$ cat src/rtl/param_seq_detector.sv
// Mealy serial pattern detector with a runtime-loadable pattern, overlap/non-overlap modes and
// a saturating match counter. Define SEQ_DET_MASK_EN to add a live don't-care mask (pat_mask).
module param_seq_detector #(
    parameter int              PAT_W       = 5,
    parameter int              CNT_W       = 8,
    parameter logic [PAT_W-1:0] DEFAULT_PAT = PAT_W'(5'b10110)
) (
    input  logic             clk,
    input  logic             rst,
    input  logic             data_in,
    input  logic             valid,
    input  logic             pat_load,
    input  logic [PAT_W-1:0] pat_in,
    input  logic             overlap_en,
`ifdef SEQ_DET_MASK_EN
    input  logic [PAT_W-1:0] pat_mask,
`endif
    input  logic             cnt_clr,
    output logic             pattern_dect,
    output logic [CNT_W-1:0] match_count,
    output logic             count_sat
);

    localparam int               FILL_W   = (PAT_W > 2) ? $clog2(PAT_W) : 1;
    localparam logic [FILL_W-1:0] FILL_MAX = FILL_W'(PAT_W - 1);
    localparam logic [CNT_W-1:0]  CNT_MAX  = {CNT_W{1'b1}};

    logic [PAT_W-2:0] hist_q, hist_d;
    logic [FILL_W-1:0] fill_q, fill_d;
    logic [PAT_W-1:0] pat_q, pat_d;
    logic [CNT_W-1:0] match_count_q, match_count_d;
    logic             count_sat_q, count_sat_d;

    logic [PAT_W-1:0] window;
    logic [PAT_W-1:0] mask_eff;
    logic             match;

`ifdef SEQ_DET_MASK_EN
    assign mask_eff = pat_mask;
`else
    assign mask_eff = {PAT_W{1'b1}};
`endif

    // The newest bit joins the history as the LSB, so the first-received bit lines up with pat MSB.
    assign window = {hist_q, data_in};
    assign match  = valid && !pat_load && !rst && (fill_q == FILL_MAX)
                    && (((window ^ pat_q) & mask_eff) == '0);

    always_comb begin
        hist_d        = hist_q;
        fill_d        = fill_q;
        pat_d         = pat_q;
        match_count_d = match_count_q;
        count_sat_d   = count_sat_q;

        if (pat_load) begin
            pat_d  = pat_in;
            fill_d = '0;
        end else if (valid) begin
            hist_d = window[PAT_W-2:0];
            if (match && !overlap_en) begin
                fill_d = '0;
            end else if (fill_q != FILL_MAX) begin
                fill_d = fill_q + 1'b1;
            end
        end

        // Clear wins over a coincident increment.
        if (cnt_clr) begin
            match_count_d = '0;
        end else if (match && (match_count_q != CNT_MAX)) begin
            match_count_d = match_count_q + 1'b1;
        end
        count_sat_d = (match_count_d == CNT_MAX);
    end

    always_ff @(posedge clk) begin
        if (rst) begin
            hist_q        <= '0;
            fill_q        <= '0;
            pat_q         <= DEFAULT_PAT;
            match_count_q <= '0;
            count_sat_q   <= 1'b0;
        end else begin
            hist_q        <= hist_d;
            fill_q        <= fill_d;
            pat_q         <= pat_d;
            match_count_q <= match_count_d;
            count_sat_q   <= count_sat_d;
        end
    end

    assign pattern_dect = match;
    assign match_count  = match_count_q;
    assign count_sat    = count_sat_q;

endmodule

$ cat config.mk
export PLATFORM = sky130hd
export DESIGN_NAME = param_seq_detector
export DESIGN_NICKNAME = d
export VERILOG_FILES = /design/src/rtl/param_seq_detector.sv
export SDC_FILE = /design/constraint.sdc
export NUM_CORES = 1
export LEC_CHECK = 0
export BUFFER_PORTS_ARGS = -buffer_cell sky130_fd_sc_hd__clkbuf_2
export CORE_MARGIN = 4
export CORE_UTILIZATION = 48
export CTS_BUF_LIST = sky130_fd_sc_hd__clkbuf_4 sky130_fd_sc_hd__clkbuf_8 sky130_fd_sc_hd__clkbuf_16
export DETAILED_ROUTE_END_ITERATION = 6
export MAX_ROUTING_LAYER = met4
export PLACE_DENSITY = 0.7
export SLEW_MARGIN = 20
export SYNTH_ARGS = -nofsm -noshare
export SYNTH_HDL_FRONTEND = slang
export SYNTH_SLANG_ARGS = --single-unit
$ cat constraint.sdc
create_clock -name clk -period 2.8 [get_ports clk]
set_input_delay 0.14 -clock clk [delete_from_list [all_inputs] [get_ports clk]]
set_output_delay 0.14 -clock clk [all_outputs]
set_load 0.1 [all_outputs]
Yosys cells after proc, flatten, opt, wreduce, memory -nomap -nowiden --
Index checks and enable logic that the tools add are counted.
Operators by class: eq/ne operators 4, bitwise gates (word level) 2, muxes and demuxes 4, add/subtract/negate cells 2, reduce and logical (&&, ||, !) cells 14
Operators with widths (count):
- $mux 8 | 2
- $add 8x1->8 const B | 1
- $eq 8x8->1 const B | 1
- $ne 8x8->1 const B | 1
- $logic_and 1x1->1 | 6
- $mux 3 | 2
- $logic_not 5->1 | 1
- $xor 5x5->5 | 1
- $reduce_and 2->1 | 2
- $add 3x1->3 const B | 1
- $eq 3x3->1 const B | 1
- $logic_not 1->1 | 3
- $ne 3x3->1 const B | 1
- $reduce_bool 2->1 | 1
- $reduce_or 2->1 | 1
- $not 1->1 | 1
Word-level totals: logic and storage cells 31, flip-flop bits (word level) 21, output and inout bits 10

Depth between registers and ports, before layout --
word-level depth 9, depth in mapped cells 7, mapped depth without buffers 7

Worst setup path after synthesis --
Ideal clock, no wire load.
path type register -> output, start point register hist_q[2], end point output port pattern_dect, slack -0.100 ns, stages on the path, launching flop included 4, arrival 2.760 ns, buffers on the path 0, cells stage by stage dfxtp_1 xnor2_1 nand4_1 nor3_1
Between the ends: cells in the longest elaborated chain, start to end 3
RTL lines:
- start: declaration | RTL line 28 | logic [PAT_W-2:0] hist_q, hist_d;
- start signal: assignment | RTL line 85 | hist_q <= hist_d;
- $xor 5x5->5 | RTL line 47 | && (((window ^ pat_q) & mask_eff) == '0);
- $logic_not 5->1 | RTL line 47
- $logic_and 1x1->1 | RTL line 47
- end: declaration | RTL line 19 | output logic pattern_dect,
No other way between the ends.

Final worst setup path --
start point register fill_q[0], end point register count_sat_q (netlist: count_sat)
Between the ends: cells in the longest elaborated chain, start to end 7
RTL lines:
- start: declaration | RTL line 29 | logic [FILL_W-1:0] fill_q, fill_d;
- start signal: assignment | RTL line 86 | fill_q <= fill_d;
- $eq 3x3->1 | RTL line 46 | assign match = valid && !pat_load && !rst && (fill_q == FILL_MAX)
- $logic_and 1x1->1 | RTL line 46
- $logic_and 1x1->1 | RTL line 47
- $logic_and 1x1->1 | RTL line 71 | end else if (match && (match_count_q != CNT_MAX)) begin
- $mux 8 | RTL line 71
- $mux 8 | RTL line 69 | if (cnt_clr) begin
- $eq 8x8->1 | RTL line 74 | count_sat_d = (match_count_d == CNT_MAX);
- end signal: assignment | RTL line 89 | count_sat_q <= count_sat_d;
- end: declaration | RTL line 32 | logic count_sat_q, count_sat_d;
No other way between the ends. A chain may end at the register's enable or synchronous reset.

==> results.md <==
Setup path:
- The kind of end point of the critical path is a flip-flop.
- The setup slack of the worst register-to-register path is 0.85 ns.
- The kind of start point of the critical path is a flip-flop.
- In this run the worst setup path begins at fill_q[0]$_SDFFE_PP0P_.
- The number of cells on the worst reg-to-reg path is 7.
- Along the worst path, the maximum fanout reaches 8.
- The startpoint of the worst register-to-register path is fill_q[0]$_SDFFE_PP0P_.
- The worst path arrival time is between 2 and 2.5 ns.
- In this run the worst setup path terminates at count_sat$_SDFF_PP0_.
- The setup path with the least slack is of type flip-flop to flip-flop.
- The destination of the worst register-to-register timing path is count_sat$_SDFF_PP0_.
- For the worst setup path, the data required time is 3.02 ns.

STA:
- Setup total negative slack on the finished layout was measured at 0 ns.
- The part of the cycle the worst path needs is 0.6953.
- The clock period could shrink to 1.947 ns.
- Setup repair after global routing left no endpoint under its margin.
- The worst hold-check slack is around 0.028 ns.
- The number of hold violations in the final report was 0.
- Setup violations remaining at the end of the flow were counted as 0.
- The worst slew margin relative to its limit is 0.6411.
- At the pin with the least slew margin, the transition time is 0.5407 ns.
- The max-slew violation count was 0.
- In the post-route analysis, the smallest setup slack over all paths is 0.8531 ns.
- The final worst clock skew is 0.004433 ns.
- For this run, the top clock speed supported by timing is 0.5136 GHz.

Floorplan:
- From left edge to right edge, the die measures 58.83 microns.
- Pin placement for this block handled 22 I/O pins.
- The die covers 3460 sq um.
- For this configuration, the core starts out at a cell density of 0.5005.
- The vertical die dimension is 58.83 microns.
- After floorplanning, the core was divided into 18 placement rows.
- After floorplanning, the core was sized to cover 2477 sq um.

Power and ir drop:
- Internal power comes to 0.3845 mW.
- The share of total power in the clock network is 0.293.
- The register share of total power is 0.599.
- The total power draw is ~0.52 mW.
- The standby leakage power is 0.5706 nW.
- The share of total power dissipated in combinational logic is 0.108.
- For this design the total switching power over the nets is 0.1360 mW.
- The net switching share of the total power is 0.2613.
- Power spread over the standard cell area amounts to ~370 nW/um^2.
- The worst-case vdd ir drop is 291.1 uV.

Clock tree:
- The hold-fix buffer count after cts is 0.
- The number of buffers inserted during clock tree synthesis is 3.
- The clock root buffer is clkbuf_4.
- The clock edge transition at the registers on the reported setup and hold paths is roughly 0.12 ns.
- The deepest clock path buffer count is 2.
- The TritonCTS clock tree is done.
- The clock sink count is 21.
- The post-cts gate resize count is 0.
- Clock latency on the worst-skew pair, taken at its later pin, is 0.31 ns.
- The number of H-tree levels is 1.
- Buffers added to address setup during post-CTS repair amount to 0.

Logic synthesis:
- The commonest cells after synthesis are dfxtp_1 (21), nor2_1 (16), mux2i_1 (8), nand2_1 (8).
- Yosys attributes the largest share of cell area to dfxtp_1 (34%), mux2i_1 (6.5%), nor2_1 (4.8%).
- The share of synthesized area occupied by flip-flops and latches is 0.3391.
- After synthesis the cells add up to roughly 1200 sq um.
- After synthesis, the netlist uses 50 different library cells.
- During synthesis, Yosys emitted a total of 0 warnings.
- The leading cell type by number of instances after synthesis is dfxtp_1.
- The top-area cell type share of the netlist area is 0.3391.
- The cell count after synthesis came out at 130.
- Counting flops with a built-in enable in the synthesized netlist gives 0.
- The most used flip-flop cell after synthesis is dfxtp_1.
- The proportion of register bits with asynchronous set or reset after synthesis is 0.
- A synthesized cell averages 9.538 sq um.
- The total nets after synthesis is 145.
- The synthesized design spends more area on one cell type than any other, namely dfxtp_1.
- The synthesized design contains 21 register bits.

Route:
- The iteration count of the initial detailed-routing pass is 4.
- The number of DRC markers after the initial detailed-route iteration is 31.
- Dividing the detail-routed via count by the number of cells gives 5.578.
- The routed length per instance is approximately 14 microns.
- For this block, the via count after detailed routing is ~1000.
- The total DRC errors in the routed layout is 0.
- After detailed routing, the total wire length is 2.558 mm.
- The detail route stage leaves a number of antenna-violating nets equal to 0.

Placement:
- Input and output buffers added on the ports amount to 21.
- The HPWL after detailed placement is ~2.0 mm.
- The placed instances occupy a cell area of 1364 sq um.
- At the end of routability-driven placement, the weighted congestion stood at 0.8273.
- The pre-CTS worst setup slack is 0.8615 ns.

Global route:
- In the global route stage, overall resource usage came out at 0.1744.
- The maximum number of pins on one net before global-route repair is 14.
- The global-route wire length before repair is 4.512 mm.
- After global routing the overflow that remains totals 0.
- The number of global-route vias before repair came to just under 1000.
- The number of antenna violations at the first check in global routing is 0.

Layout:
- Across the whole layout, storage elements account for 420.4 sq um.
- The net count of the finished layout is between 150 and 200.
- The layout has 244 filler cells.
- The post-route standard cell area excluding fillers is 1391 sq um.
- Summing all multi-input logic gate instances after layout gives 785.8 sq um.
- Compared with the post-synthesis result, the final layout area differs by 12.21%.
- In the final layout, the share of cells above drive strength 1 is 0.3067.
- 0 antenna diodes ended up in the layout.

Worst hold path:
- In this run the worst hold path is classified as input pin to flip-flop.

Outcome:
- The run finished with clean final reports.

Run:
- The max-cap violation count is 0.
==> through the flow <==
stage / cells / util
finish: 180 / 0.5616
global route: 180 / 0.5616
CTS: 180 / 0.5616
detailed placement: 176 / 0.5505
global placement: 176 / 0.5505
floorplan: 130 / -
==> placed cells by master (no fill, tap or decap), types with 3 or more instances in the layout <==
cell type / synthesis / routed
xnor2_2: 3 / 3
nor3_1: 4 / 3
nor2b_1: 3 / 3
nor2_1: 16 / 16
a211o_1: 3 / 3
dfxtp_1: 21 / 21
clkbuf_2: 1 / 21
inv_1: 4 / 4
nand3_1: 5 / 5
clkbuf_4: 0 / 3
o21ai_0: 3 / 3
mux2i_1: 8 / 8
ha_1: 3 / 3
xnor2_1: 5 / 5
nand2_1: 8 / 8
==> worst max-delay path, cell delays in order, from the launching register on <==
cell	delay, ns
dfxtp_1	0.34
inv_1	0.09
ha_1	0.21
nand3_2	0.10
nand4b_4	0.26
nor3_2	0.22
mux2_4	0.32
a2111oi_2	0.32
==> logic make-up after synthesis <==
family,after synthesis,synth area share
fa+ha+maj,3,0.03028
buf+inv,9,0.03128
flops,21,0.3390
simple gates,60,0.3169
mux,9,0.07669
compound gates,20,0.1312
xor+xnor,8,0.07467
==> metal layers <==
layer	wire length, microns	global-route usage	share of wire	vias up
met2	1324	0.2997	0.52	21
li1	-	-	-	504
met5	0	-	0	-
met4	39	0.05825	0.015	0
met1	1094	0.1973	0.43	473
met3	99	0.04167	0.039	6
==> flip-flops by register name, summed over array words and instances, names as in the netlist <==
| signal | cells |
|---|---|
| count_sat | 1 |
| fill_q | 3 |
| hist_q | 4 |
| match_count | 8 |
| pat_q | 5 |
==> final cells by class <==
| type | count | share of cell area |
|---|---|---|
| well taps | 30 | 0.02698 |
| multi-input cells | 100 | 0.5648 |
| clock inverters | 1 | 0.003597 |
| clock buffers | 3 | 0.01619 |
| flip-flops and latches | 21 | 0.3022 |
| repair buffers | 21 | 0.07554 |
| inverters | 4 | 0.01079 |
==> worst min-delay path by stage <==
stage,start,to,slack [ns],cells after the start
floorplan,pat_in[4],pat_q[4]$_SDFFE_PP1P_,0.26,1
global placement,pat_in[4],pat_q[4]$_SDFFE_PP1P_,0.34,2
detailed placement,pat_in[1],pat_q[1]$_SDFFE_PP1P_,0.36,2
CTS,pat_in[1],pat_q[1]$_SDFFE_PP1P_,0.02,2
global route,pat_in[4],pat_q[4]$_SDFFE_PP1P_,0.01,2
finish,pat_in[1],pat_q[1]$_SDFFE_PP1P_,0.03,2
==> power groups by stage <==
stage                     combinational [mW]  sequential (mW)  clock, mW
after floorplan                       0.0417            0.317          0
after global placement                0.0541            0.318          0
after detailed placement              0.0569            0.318          0
after CTS                             0.0568            0.312      0.161
after global routing                  0.0624            0.313      0.175
final                                 0.0562            0.312      0.152
No activity file was read; power rests on OpenSTA's default activity.
